## config.mk

```make
export PLATFORM = sky130hd
export DESIGN_NAME = collision_event_handler_flat
export DESIGN_NICKNAME = d
export VERILOG_FILES = /design/src/rtl/collision_event_handler_if.sv /design/src/rtl/collision_event_handler.sv /design/src/flat_wrapper.sv
export SDC_FILE = /design/constraint.sdc
export NUM_CORES = 1
export LEC_CHECK = 0
export CORE_ASPECT_RATIO = 0.9
export CORE_MARGIN = 2
export CORE_UTILIZATION = 35
export DETAILED_ROUTE_END_ITERATION = 6
export PLACE_DENSITY_LB_ADDON = 0.05
export SYNTH_ARGS = -nofsm -noshare
export SYNTH_HDL_FRONTEND = slang
export SYNTH_SLANG_ARGS = --single-unit
```

## constraint.sdc

```tcl
create_clock -name clk -period 2.2 [get_ports clk]
set_clock_uncertainty 0.2 [all_clocks]
set_input_delay 0.44 -clock clk [delete_from_list [all_inputs] [get_ports clk]]
set_output_delay 0.44 -clock clk [all_outputs]
set_load 0.02 [all_outputs]
```

## src/rtl/collision_event_handler_if.sv

```systemverilog
// Collision flag / game event bundle between the collision detector, the
// collision_event_handler and the dragon/sheep/player controllers.
interface collision_event_handler_if #(
    parameter int SCORE_WIDTH = 8
);
    logic                   frameEnd;
    logic                   restart;
    logic                   playerDragonCollision;
    logic                   swordDragonCollision;
    logic                   sheepDragonCollision;
    logic [2:0]             lives;
    logic                   invincible;
    logic                   gameOver;
    logic                   playerHit;
    logic                   dragonHurt;
    logic                   dragonGrow;
    logic                   sheepRespawn;
    logic [SCORE_WIDTH-1:0] score;

    modport master (
        output frameEnd, restart,
        output playerDragonCollision, swordDragonCollision, sheepDragonCollision,
        input  lives, invincible, gameOver,
        input  playerHit, dragonHurt, dragonGrow, sheepRespawn, score
    );

    modport slave (
        input  frameEnd, restart,
        input  playerDragonCollision, swordDragonCollision, sheepDragonCollision,
        output lives, invincible, gameOver,
        output playerHit, dragonHurt, dragonGrow, sheepRespawn, score
    );
endinterface

```

## src/rtl/collision_event_handler.sv

```systemverilog
// Turns per-frame collision flags into one-cycle game events and owns lives,
// invincibility and game-over. Optional score counter: define COLLISION_SCORE_EN.
module collision_event_handler #(
    parameter int START_LIVES       = 3,
    parameter int INVINCIBLE_FRAMES = 60,
    parameter int SCORE_WIDTH       = 8
) (
    input logic                     clk,
    input logic                     reset,
    collision_event_handler_if.slave bus
);
    typedef enum logic [1:0] {PLAY, INVULN, GAME_OVER} state_t;

    localparam logic [2:0] LIVES_INIT = 3'(START_LIVES);
    localparam logic [7:0] INV_INIT   = 8'(INVINCIBLE_FRAMES);

    state_t     state_q, state_d;
    logic [2:0] lives_q, lives_d;
    logic [7:0] inv_q, inv_d;
    logic       hit_q, hit_d;
    logic       hurt_q, hurt_d;
    logic       grow_q, grow_d;
    logic       resp_q, resp_d;

    always_comb begin
        state_d = state_q;
        lives_d = lives_q;
        inv_d   = inv_q;
        hit_d   = 1'b0;
        hurt_d  = 1'b0;
        grow_d  = 1'b0;
        resp_d  = 1'b0;
        case (state_q)
            PLAY: begin
                if (bus.frameEnd) begin
                    if (bus.playerDragonCollision) begin
                        hit_d = 1'b1;
                        if (lives_q > 3'd1) begin
                            lives_d = lives_q - 3'd1;
                            inv_d   = INV_INIT;
                            state_d = INVULN;
                        end else begin
                            lives_d = 3'd0;
                            state_d = GAME_OVER;
                        end
                    end
                    // A fatal hit ends the frame: no dragon/sheep events alongside it.
                    if (state_d != GAME_OVER) begin
                        hurt_d = bus.swordDragonCollision;
                        grow_d = bus.sheepDragonCollision;
                        resp_d = bus.sheepDragonCollision;
                    end
                end
            end
            INVULN: begin
                if (bus.frameEnd) begin
                    // Window counts down to zero, then one more frame before leaving.
                    if (inv_q == 8'd0) begin
                        state_d = PLAY;
                    end else begin
                        inv_d = inv_q - 8'd1;
                    end
                    hurt_d = bus.swordDragonCollision;
                    grow_d = bus.sheepDragonCollision;
                    resp_d = bus.sheepDragonCollision;
                end
            end
            GAME_OVER: begin
                if (bus.restart) begin
                    lives_d = LIVES_INIT;
                    state_d = PLAY;
                end
            end
            default: state_d = PLAY;
        endcase
    end

    always_ff @(posedge clk or posedge reset) begin
        if (reset) begin
            state_q <= PLAY;
            lives_q <= LIVES_INIT;
            inv_q   <= 8'd0;
            hit_q   <= 1'b0;
            hurt_q  <= 1'b0;
            grow_q  <= 1'b0;
            resp_q  <= 1'b0;
        end else begin
            state_q <= state_d;
            lives_q <= lives_d;
            inv_q   <= inv_d;
            hit_q   <= hit_d;
            hurt_q  <= hurt_d;
            grow_q  <= grow_d;
            resp_q  <= resp_d;
        end
    end

`ifdef COLLISION_SCORE_EN
    logic [SCORE_WIDTH-1:0] score_q, score_d;

    function automatic logic [SCORE_WIDTH-1:0] sat_inc(input logic [SCORE_WIDTH-1:0] s);
        return (&s) ? s : s + 1'b1;
    endfunction

    always_comb begin
        score_d = score_q;
        if (hurt_d) begin
            score_d = sat_inc(score_q);
        end
        if (state_q == GAME_OVER && bus.restart) begin
            score_d = '0;
        end
    end

    always_ff @(posedge clk or posedge reset) begin
        if (reset) begin
            score_q <= '0;
        end else begin
            score_q <= score_d;
        end
    end

    assign bus.score = score_q;
`else
    assign bus.score = {SCORE_WIDTH{1'b0}};
`endif

    assign bus.lives        = lives_q;
    assign bus.invincible   = (state_q == INVULN);
    assign bus.gameOver     = (state_q == GAME_OVER);
    assign bus.playerHit    = hit_q;
    assign bus.dragonHurt   = hurt_q;
    assign bus.dragonGrow   = grow_q;
    assign bus.sheepRespawn = resp_q;
endmodule
```

## src/flat_wrapper.sv

```systemverilog
// flat-port wrapper written by rule: the top's interface ports become plain ports
module collision_event_handler_flat 
#(
    parameter int START_LIVES       = 3,
    parameter int INVINCIBLE_FRAMES = 60,
    parameter int SCORE_WIDTH       = 8
)
  (clk, reset, bus_frameEnd, bus_restart, bus_playerDragonCollision, bus_swordDragonCollision, bus_sheepDragonCollision, bus_lives, bus_invincible, bus_gameOver, bus_playerHit, bus_dragonHurt, bus_dragonGrow, bus_sheepRespawn, bus_score);
  collision_event_handler_if #(.SCORE_WIDTH(SCORE_WIDTH)) bus_i ();
  input logic clk;
  input logic reset;
  input wire logic [$bits(bus_i.frameEnd)-1:0] bus_frameEnd;
  input wire logic [$bits(bus_i.restart)-1:0] bus_restart;
  input wire logic [$bits(bus_i.playerDragonCollision)-1:0] bus_playerDragonCollision;
  input wire logic [$bits(bus_i.swordDragonCollision)-1:0] bus_swordDragonCollision;
  input wire logic [$bits(bus_i.sheepDragonCollision)-1:0] bus_sheepDragonCollision;
  output wire logic [$bits(bus_i.lives)-1:0] bus_lives;
  output wire logic [$bits(bus_i.invincible)-1:0] bus_invincible;
  output wire logic [$bits(bus_i.gameOver)-1:0] bus_gameOver;
  output wire logic [$bits(bus_i.playerHit)-1:0] bus_playerHit;
  output wire logic [$bits(bus_i.dragonHurt)-1:0] bus_dragonHurt;
  output wire logic [$bits(bus_i.dragonGrow)-1:0] bus_dragonGrow;
  output wire logic [$bits(bus_i.sheepRespawn)-1:0] bus_sheepRespawn;
  output wire logic [$bits(bus_i.score)-1:0] bus_score;
  assign bus_i.frameEnd = bus_frameEnd;
  assign bus_i.restart = bus_restart;
  assign bus_i.playerDragonCollision = bus_playerDragonCollision;
  assign bus_i.swordDragonCollision = bus_swordDragonCollision;
  assign bus_i.sheepDragonCollision = bus_sheepDragonCollision;
  assign bus_lives = bus_i.lives;
  assign bus_invincible = bus_i.invincible;
  assign bus_gameOver = bus_i.gameOver;
  assign bus_playerHit = bus_i.playerHit;
  assign bus_dragonHurt = bus_i.dragonHurt;
  assign bus_dragonGrow = bus_i.dragonGrow;
  assign bus_sheepRespawn = bus_i.sheepRespawn;
  assign bus_score = bus_i.score;
  collision_event_handler #(.START_LIVES(START_LIVES), .INVINCIBLE_FRAMES(INVINCIBLE_FRAMES), .SCORE_WIDTH(SCORE_WIDTH)) u_core (.clk(clk), .reset(reset), .bus(bus_i));
endmodule
```

==> metrics.cfg, run 1 <==
[setup_path]
critical_path_cell_count=1
path_max_fanout=5
r2r_slack_ns=0.25
timing.rr.end=u_core.inv_q[7]$_DFFE_PP0P_
critPathCaptureType=output pin
r2r_start=u_core.state_q[1]$_DFFE_PP0P_
rr_worst_depth=4
crit_path_cell_trace=clkdlybuf4s50_1
worst_setup_path_start_kind=flip-flop
worstSetupPathType=flip-flop to output pin
slowest_stage=clkdlybuf4s50_1
crit_end=bus_lives[1]
slowest_delay_ns=0.61
startpoint=u_core.bus.lives[1]$_DFFE_PP1P_
cpLargestDelayFamily=buffers and inverters
arrival_ns=1.47
critPathBufInv=1
cp.required_ns=1.56

[pwr]
pwr_density_cell_nw_per_um2=1190
peakVddDrop_mv=0.647
leakage_nw=0.561

[finish]
area_growth_pct=21.0
diodes=0
drive_gt1_frac=0.141
fin_nets=140
layout_common_cells=dfrtp_1 (13), inv_1 (12), clkdlybuf4s50_1 (12)
instances_no_fill=168
final_common_cell=dfrtp_1
utilization=0.447

[sta]
slew_headroom=0.583
min_period_ns=2.11
fmax_ghz=0.474
worstMarginPinSlew_ns=0.625
drv_slew=0
post-route-period-util=0.958
hold_slack_ns=0.315
rsz0062_at_grt=false
finalSetupViolations=0
finalHoldViolCount=0

[synthesis]
synthXorXnorAreaFrac=0.0173
yosysTopAreaCellShare=0.345
ys_warn_count=0
avgSynthCellArea_sq_um=9.22
synth_cell_types=36
synthCells=110
ys_ff_latch=16
seq_area_frac_synth=0.397
synth_fa_ha_area_frac=0.0493
synth_area_leaders=dfrtp_1 (35%), buf_4 (6.7%), dfstp_2 (5.2%), ha_1 (4.9%), inv_1 (4.4%)
synth_top_area_cell=dfrtp_1
yosys.area_share.simple=0.202
netlist_area_sq_um=1010
synth_compound_area_frac=0.178
synth_top_family_by_area=simple AND/OR/NAND/NOR gates
synthMuxAreaShare=0.0321

[clocking]
clk_latency_ns=0.29
htree_levels=1
numCtsBuffers=3
cts.sinks=16
cts_tree=built
clkTransAtPathRegs_ns=0.10
clock_path_buffers=2
cts_root_buf=clkbuf_4

[drt]
via_per_inst=4.69
drtIter0Drc=13
firstDrtPassIters=4
wirelength_um=2040
drt-wirelength-per-cell_um=12.2
vias=788
drc=0
ant_nets=0

[global_route]
grt_pass1_wl_um=3420
antenna_found_initial=0
grt_max_degree=17
overflow=0
grt_pass1_vias=715
grtUsageTotal=0.143

[floorplanning]
core-area_sq_um=2750
std_cell_rows=18
start_util=0.369
die_w_um=60.8
dieArea_sq_um=3350
io_pins=24
die_h_um=55.1

[placed_design]
dpl.cell_count=164
portBuffers=15
post-dp-hpwl_um=1570
gp_congestion=0.800

[run]
maxCapViolCount=0

[min_path]
hold_path.class=input pin to asynchronous set/reset pin

[run_status]
status=completed

report_power, final:
group	switching [W]	leakage (nW)	total, W	internal [W]
clock	0.0000976	0.0210	0.000198	0.000101
combinational	0.000381	0.348	0.000713	0.000332
sequential	0.000133	0.191	0.000547	0.000413
final cells by class:
cell class | count | area [sq um]
fill | 282 | 1520
multi-input combinational | 78 | 515
sequential | 16 | 404
timing repair buffer | 18 | 176
tap | 40 | 50.0
inverter | 12 | 45.0
clock buffer | 4 | 36.3
through the flow:
step                instance area (sq um)  setup WS, ns  total power (W)  TNS (ns)
floorplan                            1040         0.303          0.00104         0
global placement                     1190       -0.0832          0.00127    -0.114
detailed placement                   1190        -0.122          0.00128    -0.176
CTS                                  1220       0.00422          0.00148         0
global route                         1230        0.0425          0.00160         0
finish                               1230        0.0916          0.00146         0
registers in the layout, indices dropped and copies added (netlist names):
name / flops
u_core.bus.lives: 3
u_core.inv_q: 8
u_core.bus.playerHit: 1
u_core.bus.dragonGrow: 1
u_core.bus.dragonHurt: 1
u_core.state_q: 2
what timing repair did:
item	CTS	global route
endpoints found under the hold margin	0	0
setup endpoints to repair	2	2
setup buffers	0	0
resized for setup	2	2
hold buffers	0	0
cells by family (layout without fill, tap and decap cells):
logic type                 Yosys count  count (layout)
buffers and inverters               23              34
AOI/OAI and AO/OA                   26              26
muxes                                3               3
adders and majority gates            4               4
DFF                                 16              16
xor gates and xnor gates             2               2
other                                1               8
and+or+nand+nor                     35              35
layer usage:
metal | share of wire | track usage
met4 | 0.0064 | 0.0290
met2 | 0.44 | 0.220
met5 | 0 | 0
met1 | 0.49 | 0.195
met3 | 0.058 | 0.0512
worst min-delay path by stage:
stage	startpoint	end	depth (start not counted)
2_1_floorplan	reset	u_core.bus.dragonGrow$_DFF_PP0_	1
3_3_place_gp	u_core.inv_q[3]$_DFFE_PP0P_	u_core.inv_q[3]$_DFFE_PP0P_	1
3_5_place_dp	u_core.inv_q[3]$_DFFE_PP0P_	u_core.inv_q[3]$_DFFE_PP0P_	1
4_1_cts	u_core.inv_q[3]$_DFFE_PP0P_	u_core.inv_q[3]$_DFFE_PP0P_	1
5_1_grt	u_core.inv_q[4]$_DFFE_PP0P_	u_core.inv_q[4]$_DFFE_PP0P_	1
6_report	reset	u_core.inv_q[3]$_DFFE_PP0P_	2
synth_stat cells:
library cell / count
a2111o_1: 1
a211oi_1: 3
a21o_1: 1
a21oi_1: 4
a221oi_2: 1
a31oi_1: 1
and3_1: 1
and4_2: 1
and4bb_2: 1
buf_2: 2
buf_4: 9
conb_1: 1
dfrtp_1: 14
dfstp_2: 2
ha_1: 4
inv_1: 12
mux2_2: 2
mux2i_1: 1
nand2_1: 8
nand2b_1: 2
nand3_1: 4
nand3b_1: 1
nand4b_1: 1
nor2_1: 10
nor3_1: 2
nor4_1: 1
nor4b_4: 1
o21a_1: 1
o21ai_0: 7
o21ai_1: 1
o21ba_2: 1
o21bai_1: 3
o41ai_1: 2
or3_1: 1
or4b_4: 1
xnor2_1: 2
No activity file was read; power rests on OpenSTA's default activity.
==> inputs of run 2 (changes only) <==
--- a/config.mk
+++ b/config.mk
@@ -10,6 +10,7 @@
 export CORE_UTILIZATION = 35
 export DETAILED_ROUTE_END_ITERATION = 6
 export PLACE_DENSITY_LB_ADDON = 0.05
+export REMOVE_ABC_BUFFERS = 1
 export SYNTH_ARGS = -nofsm -noshare
 export SYNTH_HDL_FRONTEND = slang
 export SYNTH_SLANG_ARGS = --single-unit
==> metrics.cfg, run 2 (synthesis results as in run 1) <==
[run_status]
status=completed

[finish]
utilization=0.443
top_register=u_core.inv_q
layout_common_cells=dfrtp_1 (13), inv_1 (12), clkdlybuf4s50_1 (12)
diodes=0
seq_area_sq_um=404
nFillCells=273
drive_gt1_frac=0.133
largest_reg_flops=8
final_common_cell=dfrtp_1
area_growth_pct=20.0
multiInputGateArea_sq_um=515
fin_nets=140

[setup_path]
worstSetupPathType=flip-flop to output pin
slowest_stage=clkdlybuf4s50_1
cp.required_ns=1.56
slowest_delay_ns=0.61
cpLargestDelayFamily=buffers and inverters
critPathCaptureType=output pin
worst_setup_path_start_kind=flip-flop
arrival_ns=1.48
critPathBufInv=1
crit_path_cell_trace=clkdlybuf4s50_1
path_max_fanout=5

[drt]
wirelength_um=2090
drtIter0Drc=9
firstDrtPassIters=4
ant_nets=0
via_per_inst=4.71
vias=791
drt-wirelength-per-cell_um=12.5
drc=0

[clocking]
htree_levels=1
cts.sinks=16
clkTransAtPathRegs_ns=0.10
numCtsBuffers=3
cts_tree=built
clock_path_buffers=2
cts_root_buf=clkbuf_4
clk_latency_ns=0.29

[sta]
worstMarginPinSlew_ns=0.615
finalSetupViolations=0
slew_headroom=0.590
setup_tns_ns=0
rsz0062_at_grt=false
post-route-period-util=0.962
finalHoldViolCount=0
fmax_ghz=0.472
min_period_ns=2.12
drv_slew=0
setup_slack_ns=0.0830

[pwr]
total_power_w=0.00143
peakVddDrop_mv=0.502
switching_share=0.429
seqPwrFrac=0.386
p_int_w=0.000816
leakage_nw=0.555
pwr_density_cell_nw_per_um2=1170
switching_power_w=0.000614
combPwrFrac=0.496
p_clk_frac=0.118

[floorplanning]
start_util=0.369
std_cell_rows=18
die_w_um=60.8
dieArea_sq_um=3350
die_h_um=55.1
io_pins=24
core-area_sq_um=2750

[placed_design]
post-place-ws_ns=-0.116
portBuffers=15
post-dp-hpwl_um=1550
gp_congestion=0.804

[global_route]
grt_max_degree=17
grt_pass1_wl_um=3390
grtUsageTotal=0.143
antenna_found_initial=0
grt_pass1_vias=729
overflow=0

[run]
maxCapViolCount=0

[min_path]
hold_path.class=input pin to asynchronous set/reset pin

## run 2: changes by cell type in the layout (fill, tap and decap cells not counted)
| cell | delta |
|---|---|
| clkbuf_8 | -1 |
| clkbuf_1 | +1 |
## run 2: timing repair
action	4_1_cts	5_1_grt
gates resized for setup	2	2
buffers inserted	0	0
setup endpoints to repair	2	2
hold buffers	0	0
## run 2: power groups by stage
stage | registers, W | clock network, W | logic, W
finish | 0.000552 | 0.000169 | 0.000709
global route | 0.000572 | 0.000194 | 0.000806
CTS | 0.000551 | 0.000177 | 0.000723
detailed placement | 0.000556 | 0 | 0.000717
global placement | 0.000549 | 0 | 0.000718
floorplan | 0.000585 | 0 | 0.000427
## run 2: final cells by class
| cell class | instances | share of cell area |
|---|---|---|
| Clock buffer | 4 | 0.0216 |
| Inverter | 12 | 0.0370 |
| Multi-Input combinational cell | 78 | 0.423 |
| Sequential cell | 16 | 0.332 |
| Tap cell | 40 | 0.0411 |
| Timing Repair Buffer | 18 | 0.145 |
## run 2: worst paths after layout
check / from / end / slack (ns) / depth (start not counted)
max: u_core.bus.lives[1]$_DFFE_PP1P_ / bus_lives[1] / 0.08 / 1
min: reset / u_core.inv_q[7]$_DFFE_PP0P_ / 0.31 / 2
max reg2reg: u_core.bus.lives[1]$_DFFE_PP1P_ / u_core.inv_q[7]$_DFFE_PP0P_ / 0.24 / 6
min reg2reg: u_core.inv_q[3]$_DFFE_PP0P_ / u_core.inv_q[3]$_DFFE_PP0P_ / 0.34 / 1
max in group asynchronous: reset / u_core.state_q[1]$_DFFE_PP0P_ / 1.04 / 2
min in group clk: u_core.inv_q[3]$_DFFE_PP0P_ / u_core.inv_q[3]$_DFFE_PP0P_ / 0.34 / 1
## run 2: through the flow
| stage | std cells | hold slack [ns] | area (sq um) |
|---|---|---|---|
| floorplan | 106 | 0.152 | 963 |
| global placement | 164 | 0.315 | 1190 |
| detailed placement | 164 | 0.323 | 1190 |
| CTS | 168 | 0.340 | 1210 |
| global route | 168 | 0.362 | 1220 |
| finish | 168 | 0.310 | 1220 |
## run 2: layer usage
metal / global-route usage / share of wire / up-vias
met2: 0.215 / 0.42 / 23
met3: 0.0279 / 0.042 / 5
met4: 0.0761 / 0.021 / 0
li1: - / - / 404
met5: 0 / 0 / -
met1: 0.194 / 0.51 / 359
==> inputs of run 3 (changes only) <==
--- a/config.mk
+++ b/config.mk
@@ -11,6 +11,7 @@
 export DETAILED_ROUTE_END_ITERATION = 6
 export PLACE_DENSITY_LB_ADDON = 0.05
 export REMOVE_ABC_BUFFERS = 1
+export SLEW_MARGIN = 20
 export SYNTH_ARGS = -nofsm -noshare
 export SYNTH_HDL_FRONTEND = slang
 export SYNTH_SLANG_ARGS = --single-unit
==> results of run 3 <==
The final DEF is identical to that of run 2; final timing and power are the same.
==> RTL change 1: new RTL, config.mk and constraints of run 3 <==
`SCORE_WIDTH` is set to 8 in 3 places; all go to 12.
--- a/src/rtl/collision_event_handler_if.sv
+++ b/src/rtl/collision_event_handler_if.sv
@@ -1,7 +1,7 @@
 // Collision flag / game event bundle between the collision detector, the
 // collision_event_handler and the dragon/sheep/player controllers.
 interface collision_event_handler_if #(
-    parameter int SCORE_WIDTH = 8
+    parameter int SCORE_WIDTH = 12
 );
     logic                   frameEnd;
     logic                   restart;
--- a/src/rtl/collision_event_handler.sv
+++ b/src/rtl/collision_event_handler.sv
@@ -3,7 +3,7 @@
 module collision_event_handler #(
     parameter int START_LIVES       = 3,
     parameter int INVINCIBLE_FRAMES = 60,
-    parameter int SCORE_WIDTH       = 8
+    parameter int SCORE_WIDTH       = 12
 ) (
     input logic                     clk,
     input logic                     reset,
--- a/src/flat_wrapper.sv
+++ b/src/flat_wrapper.sv
@@ -3,7 +3,7 @@
 #(
     parameter int START_LIVES       = 3,
     parameter int INVINCIBLE_FRAMES = 60,
-    parameter int SCORE_WIDTH       = 8
+    parameter int SCORE_WIDTH       = 12
 )
   (clk, reset, bus_frameEnd, bus_restart, bus_playerDragonCollision, bus_swordDragonCollision, bus_sheepDragonCollision, bus_lives, bus_invincible, bus_gameOver, bus_playerHit, bus_dragonHurt, bus_dragonGrow, bus_sheepRespawn, bus_score);
   collision_event_handler_if #(.SCORE_WIDTH(SCORE_WIDTH)) bus_i ();
Ports: changed (resized bus_score); port bits go from 24 to 28. No check against the original RTL was run, so the function may have changed too.
==> RTL change 1 against run 3 <==
  * Hold slack lost 0.051 ns
  * Final area grew 1.2%
  * Routed wire length shrank 3.1%
  * Critical path depth is the same
  * Via count grew 2.7%
  * Clock power shrank 3%
  * Area after synthesis grew 3.0%
  * Die area grew 2.8%
  * Worst setup slack lost 0.0054 ns
  * Power shrank 0.69%
  * Sequential cell count is the same
  * Sequential power shrank 2%
==> RTL change 1: results (changes against run 3) <==
• complete, no violations — result of the run
• 8 — number of flip-flops in the largest register, unchanged
• buffers and inverters — Largest delay share family, worst path
• 1210 um^2 — Post-Place Cell Area, +1.9%
• 0.10 ns — Worst-path clk slew, about the same
• 2 — maximum buffer depth of the clock tree, unchanged
• 4 — R2R cell count, -2
• 292 — count of filler cells inserted in the layout, +7.0%
• 1 — Max H-tree Level, unchanged
• sky130_fd_sc_hd__dfrtp_1, sky130_fd_sc_hd__buf_4, sky130_fd_sc_hd__dfstp_2 — cells taking the most area after synthesis
• 3360 um — global-route wire length before repair, -0.80%
• 0.386 — sequential cell area fraction in the yosys report, -0.0114
• 10 — number of DRC markers after the initial detailed-route iteration, +1
• u_core.bus.lives[0] — critical path launch point
• 1150 nW/um^2 — power per cell area, -1.9%
• 4 — detailed-routing iteration count for the pre-antenna-repair pass, unchanged
• 1.48 ns — Arr. time, crit path, about the same
• u_core.inv_q[7] — worst r2r dst
• -0.107 ns — post-placement worst setup slack, +0.00852 ns
• 2030 um — total routed wirelength, -3.1%
• u_core.inv_q — largest register by flop count
• 0.664 mV — maximum VDD drop, +32%
• 1.00 — share of synthesized registers carrying an async set or reset, unchanged
• 17 — maximum number of pins on one net before global-route repair, unchanged
• 0.29 ns — source-to-sink clock delay at the later pin of the worst-skew pair, about the same
• 731 — number of global-route vias before repair, +0.27%
• in -> async — Hold/Removal Path Class
• u_core.state_q[1] — startpoint of the most critical register-to-register path
• sky130_fd_sc_hd__clkbuf_4 — root buffer cell
• 0.128 — fraction of final layout cells sized beyond drive strength 1, -0.00499
• sky130_fd_sc_hd__clkdlybuf4s50_1 — crit path max-delay cell type
• 0 — warning count from the yosys run, unchanged
• 0 — number of antenna violations at the first check in global routing, unchanged
• 0.259 ns — Fin Hold WS, -0.0507 ns
• 7 — maximum fanout along the worst path, +2
• 1590 um — HPWL after detailed placement, +2.6%
• sky130_fd_sc_hd__dfrtp_1 — dominant synthesized flop cell
• 145 — Post-layout nets, +3.6%
• 812 — vias post-DR, +2.7%
• 0.804 — Routability Congestion, about the same
• 0.61 ns — critical path's largest stage delay, about the same
• 0 — antenna cell count, unchanged
• 0.132 — Total Routing Usage GR, -0.0105
• 0.554 nW — static leakage, -0.13%
• 0.429 — share of total power consumed by net switching, about the same
• sky130_fd_sc_hd__dfrtp_1, sky130_fd_sc_hd__buf_4, sky130_fd_sc_hd__inv_1, sky130_fd_sc_hd__nor2_1, sky130_fd_sc_hd__nand2_1 — top cells by instance count after synthesis
• 0.21 ns — setup slack of the most critical reg-to-reg path, -0.03 ns
RTL change 1: changes by cell type in the layout (fill, tap and decap cells not counted), sizes merged:
cell	delta
buf	+1
dlygate4sd2	+1
dlymetal6s2s	-2
clkdlybuf4s50	+1
conb	+4
RTL change 1: layer usage:
| layer | routed length (um) | global-route usage | vias to the layer above | share of wire |
|---|---|---|---|---|
| met5 | 0 | 0 | - | 0 |
| met4 | 34 | 0.0638 | 0 | 0.017 |
| met3 | 89 | 0.0209 | 4 | 0.044 |
| met2 | 854 | 0.186 | 23 | 0.42 |
| met1 | 1050 | 0.193 | 374 | 0.52 |
| li1 | - | - | 411 | - |
RTL change 1: logic make-up after synthesis:
family,Yosys count,share of synthesized area
simple gates,35,0.196
compound gates,26,0.172
mux,3,0.0311
xor+xnor,2,0.0168
other cells,1,0.00359
buf+inv,27,0.146
fa+ha+maj,4,0.0479
flops,16,0.386
RTL change 1: layout make-up:
type / instances / area [um^2] / share of cell area
multi-input cells: 82 / 531 / 0.430
clock buffers: 4 / 26.3 / 0.0213
repair buffers: 19 / 178 / 0.144
well taps: 40 / 50.0 / 0.0406
flip-flops and latches: 16 / 403 / 0.327
inverters: 12 / 45.0 / 0.0365
RTL change 1: what timing repair did:
action | CTS | global route
gates resized for setup | 2 | 0
hold buffers | 0 | 0
setup buffers | 0 | 0
endpoints found under the setup margin | 2 | 0
RTL change 1: metrics by stage:
stage | cells | TNS, ns | util | power (mW)
2_1_floorplan | 110 | 0 | - | 1.02
3_3_place_gp | 169 | -0.112 | 0.433 | 1.27
3_5_place_dp | 169 | -0.193 | 0.433 | 1.28
4_1_cts | 173 | 0 | 0.441 | 1.43
5_1_grt | 173 | 0 | 0.441 | 1.56
6_report | 173 | 0 | 0.441 | 1.42
RTL change 1: power by group through the flow:
stage	sequential (mW)	clock [mW]	combinational (mW)
final	0.543	0.164	0.714
after global routing	0.564	0.186	0.810
after CTS	0.542	0.171	0.721
after detailed placement	0.550	0	0.726
after global placement	0.548	0	0.726
after floorplan	0.585	0	0.433
RTL change 1: worst max path at each step:
stage | slack (ns) | cells after the start | endpoint
3_3_place_gp | -0.08 | 5 | u_core.inv_q[7]
3_5_place_dp | -0.11 | 5 | u_core.inv_q[7]
6_report | 0.08 | 1 | bus_lives[0]
2_1_floorplan | 0.30 | 6 | u_core.inv_q[7]
4_1_cts | 0.06 | 1 | bus_lives[0]
5_1_grt | 0.02 | 1 | bus_lives[0]
==> RTL change 2: new RTL, config.mk and constraints of run 3 <==
Made on the original files. The 3 states of `state_t` get a one-hot encoding in 3 bits.
--- a/src/rtl/collision_event_handler.sv
+++ b/src/rtl/collision_event_handler.sv
@@ -9,7 +9,7 @@
     input logic                     reset,
     collision_event_handler_if.slave bus
 );
-    typedef enum logic [1:0] {PLAY, INVULN, GAME_OVER} state_t;
+    typedef enum logic [2:0] {PLAY = 3'b001, INVULN = 3'b010, GAME_OVER = 3'b100} state_t;
 
     localparam logic [2:0] LIVES_INIT = 3'(START_LIVES);
     localparam logic [7:0] INV_INIT   = 8'(INVINCIBLE_FRAMES);
Formal check against the unedited RTL: same outputs for any inputs over 10 cycles, from zero or initial values and one cycle with reset high; not proved beyond that.
==> RTL change 2 against run 3 <==
  * Register-to-register slack worse by 0.15 ns
  * Power is 13% higher
  * Sequential cell count is 1 higher
  * First-iteration DRC count grew to 4.3 times the old value
  * Critical path depth is 5 higher
  * Routed wire length is 27% higher
  * Hold slack better by 0.011 ns
  * Final area is 18% higher
  * Die area is 13% higher
  * Worst setup slack better by 0.0030 ns
  * Area after synthesis is 14% higher
  * Highest routed layer unchanged
==> RTL change 2: results (changes against run 3) <==
• 0.0431 — Adder-Cell Fraction of Synth Area, -0.00617
• 0.145 — Clk pwr share, +0.027
• 0.53 ns — critical path's largest stage delay, -0.08 ns
• 0.227 — post-synthesis compound-gate area fraction, +0.0490
• 2650 um — total routed wirelength, +27%
• 0.677 mW — switching power, +10%
• 14.3 um — Wirelength per Cell, +15%
• 4590 um — global-route wire length before repair, +35%
• 1430 um^2 — final instance area, +18%
• sky130_fd_sc_hd__dfrtp_1, sky130_fd_sc_hd__dfstp_2, sky130_fd_sc_hd__buf_4 — cells taking the most area after synthesis
• 0.420 — share of total power consumed by net switching, -0.00900
• 7 — maximum fanout along the worst path, +2
• 0 — share of the synthesized netlist area taken by xor and xnor gates, -0.0173
• 5.08 — Vias/cell, +7.9%
• 0.00863 — multiplexer share of the synthesized area, -0.0234
• 0.821 mW — power in combinational cells, +16%
• 0.09 ns — setup slack of the most critical reg-to-reg path, -0.15 ns
• 5 — detailed-routing iteration count for the pre-antenna-repair pass, +1
• 0.370 — sequential cell area fraction in the yosys report, -0.0270
• 155 — Post-layout nets, +11%
• 18 — maximum number of pins on one net before global-route repair, +1
• 50 — Synth cell types, +39%
• 964 — number of global-route vias before repair, +32%
• sky130_fd_sc_hd__dfrtp_1, sky130_fd_sc_hd__inv_1, sky130_fd_sc_hd__buf_4, sky130_fd_sc_hd__nor2_1 — top cells by instance count after synthesis
• sky130_fd_sc_hd__dfstp_2 — crit path max-delay cell type
• complete, no violations — result of the run
• 0.217 — fraction of final layout cells sized beyond drive strength 1, +0.0840
• 180 — Post-Place Cells, +9.8%
• sky130_fd_sc_hd__clkbuf_8 — root buffer cell
• 39 — number of DRC markers after the initial detailed-route iteration, +30
• 0.162 — Total Routing Usage GR, +0.0187
• 0.07 ns — Worst-path clk slew, -0.03 ns
• 473 MHz — Max Freq, +0.14%
RTL change 2: area by class of cell:
cell class / instances / area share
multi-input cells: 87 / 0.451
flip-flops and latches: 17 / 0.300
repair buffers: 24 / 0.152
well taps: 42 / 0.0367
clock buffers: 3 / 0.0288
inverters: 11 / 0.0288
clock inverters: 1 / 0.00349
RTL change 2: worst min-delay path, delay by kind of cell:
family | cells | cell delay, ns
buffers and inverters | 3 | 0.71
RTL change 2: layer usage:
metal	share of wire	track usage	wire length (um)	vias up
li1	-	-	-	469
met1	0.50	0.223	1330	441
met2	0.44	0.243	1160	28
met3	0.056	0.0535	148	2
met4	0.0049	0.0486	13	0
met5	0	0	0	-
RTL change 2: worst min-delay path by stage:
| stage | to | slack, ns |
|---|---|---|
| detailed placement | u_core.inv_q[0] | 0.32 |
| CTS | u_core.inv_q[3] | 0.32 |
| finish | u_core.inv_q[6] | 0.32 |
| floorplan | u_core.bus.dragonGrow | 0.16 |
| global route | u_core.inv_q[0] | 0.33 |
| global placement | u_core.inv_q[0] | 0.30 |
